### config.mk
export PLATFORM = sky130hd
export DESIGN_NAME = shift_rows_collect
export DESIGN_NICKNAME = d
export VERILOG_FILES = /design/src/rtl/shift_rows_collect_pkg.sv /design/src/rtl/shift_rows_collect_shift_rows.sv /design/src/rtl/shift_rows_collect.sv
export SDC_FILE = /design/constraint.sdc
export NUM_CORES = 1
export LEC_CHECK = 0
export ABC_CLOCK_PERIOD_IN_PS = 4900
export CELL_PAD_IN_SITES_DETAIL_PLACEMENT = 1
export CELL_PAD_IN_SITES_GLOBAL_PLACEMENT = 2
export CORE_MARGIN = 3
export CORE_UTILIZATION = 43
export CTS_BUF_LIST = sky130_fd_sc_hd__clkbuf_16
export DETAILED_ROUTE_END_ITERATION = 10
export PLACE_DENSITY = 0.88
export SLEW_MARGIN = 20
export SYNTH_ARGS = -nofsm -noshare
export SYNTH_HDL_FRONTEND = slang
export SYNTH_HIERARCHICAL = 1
export SYNTH_SLANG_ARGS = --single-unit
### constraint.sdc
create_clock -name clk -period 4.9 [get_ports clk]
set_input_delay 1.225 -clock clk [delete_from_list [all_inputs] [get_ports clk]]
set_output_delay 1.225 -clock clk [all_outputs]
set_load 0.1 [all_outputs]
### src/rtl/shift_rows_collect_pkg.sv
// Shared constants, state encoding and the ShiftRows byte mapping for the
// byte-serial AES ShiftRows collector.
package shift_rows_collect_pkg;

  localparam int STATE_BYTES = 16;
  localparam int BYTE_W      = 8;
  localparam int BLOCK_W     = STATE_BYTES * BYTE_W;

  // Packed block: element STATE_BYTES-1 holds state byte 0, so the flat
  // vector has byte 0 in its top bits.
  typedef logic [STATE_BYTES-1:0][BYTE_W-1:0] block_t;

  typedef enum logic {
    ST_COLLECT = 1'b0,
    ST_HOLD    = 1'b1
  } state_e;

  // Output byte n (row n mod 4, column n div 4) takes the stored byte of the
  // same row, rotated left by the row number.
  function automatic int sr_src_index(input int n);
    return (n % 4) + 4 * (((n / 4) + (n % 4)) % 4);
  endfunction

endpackage

### src/rtl/shift_rows_collect_shift_rows.sv
// Pure ShiftRows byte permutation on a 128-bit block (byte 0 in the top bits).
module shift_rows
  import shift_rows_collect_pkg::*;
(
  input  logic [BLOCK_W-1:0] block_in,
  output logic [BLOCK_W-1:0] block_out
);

  block_t src_blk;
  block_t dst_blk;

  assign src_blk = block_in;

  for (genvar n = 0; n < STATE_BYTES; n++) begin : g_byte
    assign dst_blk[STATE_BYTES-1-n] = src_blk[STATE_BYTES-1-sr_src_index(n)];
  end

  assign block_out = dst_blk;

endmodule

### src/rtl/shift_rows_collect.sv
// Collects 16 SubBytes result bytes, applies ShiftRows, and presents the
// block with a valid/ready handshake.
//
// state      | meaning
// ST_COLLECT | accepting bytes, count_q bytes already held (0..15)
// ST_HOLD    | complete ShiftRows'd block presented on output_data
module shift_rows_collect
  import shift_rows_collect_pkg::*;
(
  input  logic               clk,
  input  logic               rst_n,
  input  logic               input_valid,
  output logic               input_ready,
  input  logic [BYTE_W-1:0]  input_data,
  input  logic               flush,
  output logic               output_valid,
  input  logic               output_ready,
  output logic [BLOCK_W-1:0] output_data
);

  state_e             state_q;
  state_e             state_d;
  logic [3:0]         count_q;
  block_t             buf_q;
  block_t             out_q;
  logic               run_q;
  logic               in_fire;
  logic               out_fire;
  logic               last_byte;
  logic [BLOCK_W-1:0] full_block;
  logic [BLOCK_W-1:0] shifted;

  assign in_fire   = input_valid && input_ready;
  assign out_fire  = output_valid && output_ready;
  assign last_byte = (state_q == ST_COLLECT) && (count_q == 4'(STATE_BYTES-1));

  always_ff @(posedge clk or negedge rst_n) begin
    if (!rst_n) begin
      state_q <= ST_COLLECT;
    end else begin
      state_q <= state_d;
    end
  end

  always_comb begin
    state_d = state_q;
    case (state_q)
      ST_COLLECT: if (in_fire && last_byte) state_d = ST_HOLD;
      ST_HOLD:    if (out_fire)             state_d = ST_COLLECT;
      default:                              state_d = ST_COLLECT;
    endcase
  end

  // run_q keeps the input closed until the first clock after reset release.
  always_comb begin
    input_ready  = 1'b0;
    output_valid = 1'b0;
    case (state_q)
      ST_COLLECT: input_ready = run_q && !flush;
      ST_HOLD: begin
        input_ready  = output_ready;
        output_valid = 1'b1;
      end
      default: ;
    endcase
  end

  // The last byte bypasses the buffer so the shifted block registers on the
  // same edge that accepts it.
  assign full_block = {buf_q[STATE_BYTES-1:1], input_data};

  shift_rows u_shift_rows (
    .block_in  (full_block),
    .block_out (shifted)
  );

  // In HOLD count_q is 0, so a byte taken during block transfer lands as byte 0.
  always_ff @(posedge clk or negedge rst_n) begin
    if (!rst_n) begin
      run_q   <= 1'b0;
      count_q <= '0;
      buf_q   <= '0;
      out_q   <= '0;
    end else begin
      run_q <= 1'b1;
      if (in_fire) begin
        buf_q[4'(STATE_BYTES-1) - count_q] <= input_data;
        count_q <= last_byte ? 4'd0 : count_q + 4'd1;
      end else if (flush && (state_q == ST_COLLECT)) begin
        count_q <= '0;
      end
      if (in_fire && last_byte) begin
        out_q <= shifted;
      end
    end
  end

  assign output_data = out_q;

endmodule

==> impl_results.md <==
- Status: completed
- Largest family of logic cells by synthesized area: multiplexers
- Hold Crit Class: register to register
- Diode count: 0
- Cell area after synthesis: 0.0112 mm²
- Via count of the first global-routing pass: 6165
- Nets: 748
- Post-synthesis compound-gate area fraction: 0.00402
- Relative slew slack: 0.276
- # DRC: 0
- Post-synth EDFFs: 0
- Row cnt: 58
- Average wire per standard cell: 21.9 µm
- Tot Pwr: 4.24 mW
- Post_cts resized: 0
- Post-CTS Setup Inserts: 0
- Worst slack at placement: 1.08 ns
- Critical Path Sink: input_ready
- Placed Cells: 1032
- Crit. Startpoint: flush
- Post-synthesis simple-gate area fraction: 0.0229
- CP cell instances: clkdlybuf4s50_1 > nand2b_4 > o21ai_0 > buf_4
- Final Hold Fails: 0
- Via density: 4.98
- Io pins: 143
- F_max: 0.284 GHz
- Max-slew violation count: 0
- TritonCTS Buffers: 27
- Syn avg cell area: 15.6 µm²
- Congestion Overflow GR: 0
- Layout cells sized above 1: 0.400
- Static leakage: roughly 6.5 nW
- 1st-iter DRT viols: 236
- Clock Skews: 0.0132 ns
- Via Count: about 5400
- Worst Path Max Fanout: 2
- Hold_ws: 0.500 ns
- Final setup vio count: 0
- Post-route core utilization: 0.500
- Synthesized flop and latch total: 254
- Final instance area: about 0.013 mm²
- Gp weighted congestion: 0.704
- Starting Density: 0.441
- Setup TNS: 0 ns
- Critical path data required time: 3.67 ns
- Flop-to-flop setup slack: 2.35 ns
- Most frequently used flop master after synthesis: dfrtp_1
- Antenna Nets Post-Route: 0
- CP endpoint kind: output port
- Final worst slack: between 1 and 1.5 ns
- Register area share after synthesis: 0.567
- PortBufs: 142
- Arrival @ worst endpoint: 2.29 ns
- Maximum vdd drop: 0.207 mV
- TritonCTS Sinks: between 200 and 300
- Critical path class: primary input to output port
- XOR/XNOR share of the synthesized area: 0
- Power Density: around 330 mW/mm²
- CP Buf/Inv Count: 2
- Layout Cells excl Fill: 1080
- Syn nets: 734
- Drt pass-1 iters: 4
- Worst reg2reg path startpoint: state_q
- Tcrit/Tclk final: 0.718
- Clock Path Buffers: 3
- Unrepaired setup endpoints after global routing: false
- Placed standard-cell area: 0.0119 mm²
- Global-route wire length before repair: approximately 38 mm
- # hold bufs at CTS: 0
- H-Tree Level Count: 1
- Root Driver: clkbuf_16
- Die area: around 0.028 mm²
- CTS tree: built
- GRT Util Overall: 0.170
- HPWL Detailed: between 15 and 20 mm
- Post-Route WL: 23.6 mm
- Synth async-reset ratio: 1.00
- Reg2reg end: output_data[10]
- Die Y: 167 µm
- Width of the die: 167 µm
- Synthesized netlist cell count: 717
- Fin crit period: 3.52 ns
- Adder-Cell Fraction of Synth Area: 0.00447
- CP startpoint kind: primary input
- Clk slew on worst S/H paths: 0.06 ns
- Worst Tran Pin Value: 1.08 ns
- Worst r2r path cells: 5
- Core ar.: approximately 0.025 mm²
- Layout area overhead: 13.4%
- Critical path's largest stage delay: 0.43 ns
- YS warnings: 6
- Post-synthesis mux area share: 0.290
- Max-cap violations: 0
- Worst-Skew Late Latency: 0.53 ns
- Stages on worst setup path: 4
- Largest net degree at the start of global routing: 118
- Netlist cell types: 29
- CP delay by family, top: buffers and inverters
- Antenna violations before repair: 0
- Worst path slowest cell: clkdlybuf4s50_1
cell families (layout without fill, tap and decap cells):
| family | count (synthesis) | count (layout) |
|---|---|---|
| other cells | 1 | 1 |
| fa+ha+maj | 4 | 4 |
| flops | 254 | 254 |
| compound gates | 6 | 6 |
| simple gates | 37 | 37 |
| buf+inv | 166 | 199 |
| mux | 249 | 249 |
area by class of cell:
cell class              instances  area [µm²]
repair buffers                148        1480
well taps                     330         413
multi-input cells             297        3620
fillers                      2425       12700
inverters                       3        11.3
flip-flops and latches        254        6360
clock inverters                21         148
clock buffers                  27         676
synth_stat cells, types with 2 or more instances:
master	n	share of area
buf_4	130	0.087
ha_1	4	0.0045
mux2_2	128	0.13
nor2_1	2	0.00067
buf_2	10	0.0045
dfrtp_1	254	0.57
mux2_4	120	0.16
nand3_1	2	0.00089
buf_6	14	0.014
nand3_2	2	0.0018
inv_1	3	0.0010
o21ai_0	3	0.0013
nand2_1	9	0.0030
nand2b_4	2	0.0025
and3_1	11	0.0061
nand3_4	2	0.0031
clkbuf_1	8	0.0027
and2b_1	2	0.0013
where the power goes:
group / total, mW / internal (mW) / switching (mW)
clock network: 1.90 / 1.10 / 0.803
registers: 2.18 / 2.15 / 0.0315
logic: 0.158 / 0.0637 / 0.0948
registers in the layout (all words and copies together) (netlist names):
name and cells:
output_data 128, count_q 4, state_q 1, buf_q 120, run_q 1
layout by cell type (no fill, tap or decap), types with 2 or more instances in the layout:
cell type        instances
dfrtp_1                254
clkdlybuf4s50_1        140
mux2_2                 128
mux2_4                 120
clkbuf_16               27
and3_1                  11
nand2_1                  9
inv_1                    9
clkinv_1                 7
buf_4                    6
ha_1                     4
o21ai_0                  3
clkinv_2                 3
nand2b_4                 2
nand3_1                  2
and2b_1                  2
nor2_1                   2
nand3_4                  2
nand3_2                  2
bufinv_16                2
clkinvlp_4               2
metal layers:
metal,up-vias,share of wire,global-route usage
met5,-,0,0
met3,31,0.034,0.0262
met1,2886,0.45,0.234
li1,2341,-,-
met2,120,0.49,0.289
met4,0,0.018,0.0334
worst reg2reg max path, stage by stage, from the launching register on:
cell      delay (ns)
dfrtp_1         0.43
nand2b_4        0.17
o21ai_4         0.56
nand2_8         0.39
buf_4           0.47
mux2_4          0.42
worst min-delay path by stage:
stage               start               end  slack (ns)  cells after the start
3_3_place_gp    buf_q[76]   output_data[12]        0.48                      1
3_5_place_dp    buf_q[67]   output_data[35]        0.49                      1
2_1_floorplan  buf_q[112]        buf_q[112]        0.48                      1
6_report        buf_q[86]  output_data[118]        0.50                      1
4_1_cts         buf_q[27]   output_data[27]        0.50                      1
5_1_grt         buf_q[77]   output_data[13]        0.52                      1
(Power assumes the default switching activity.)
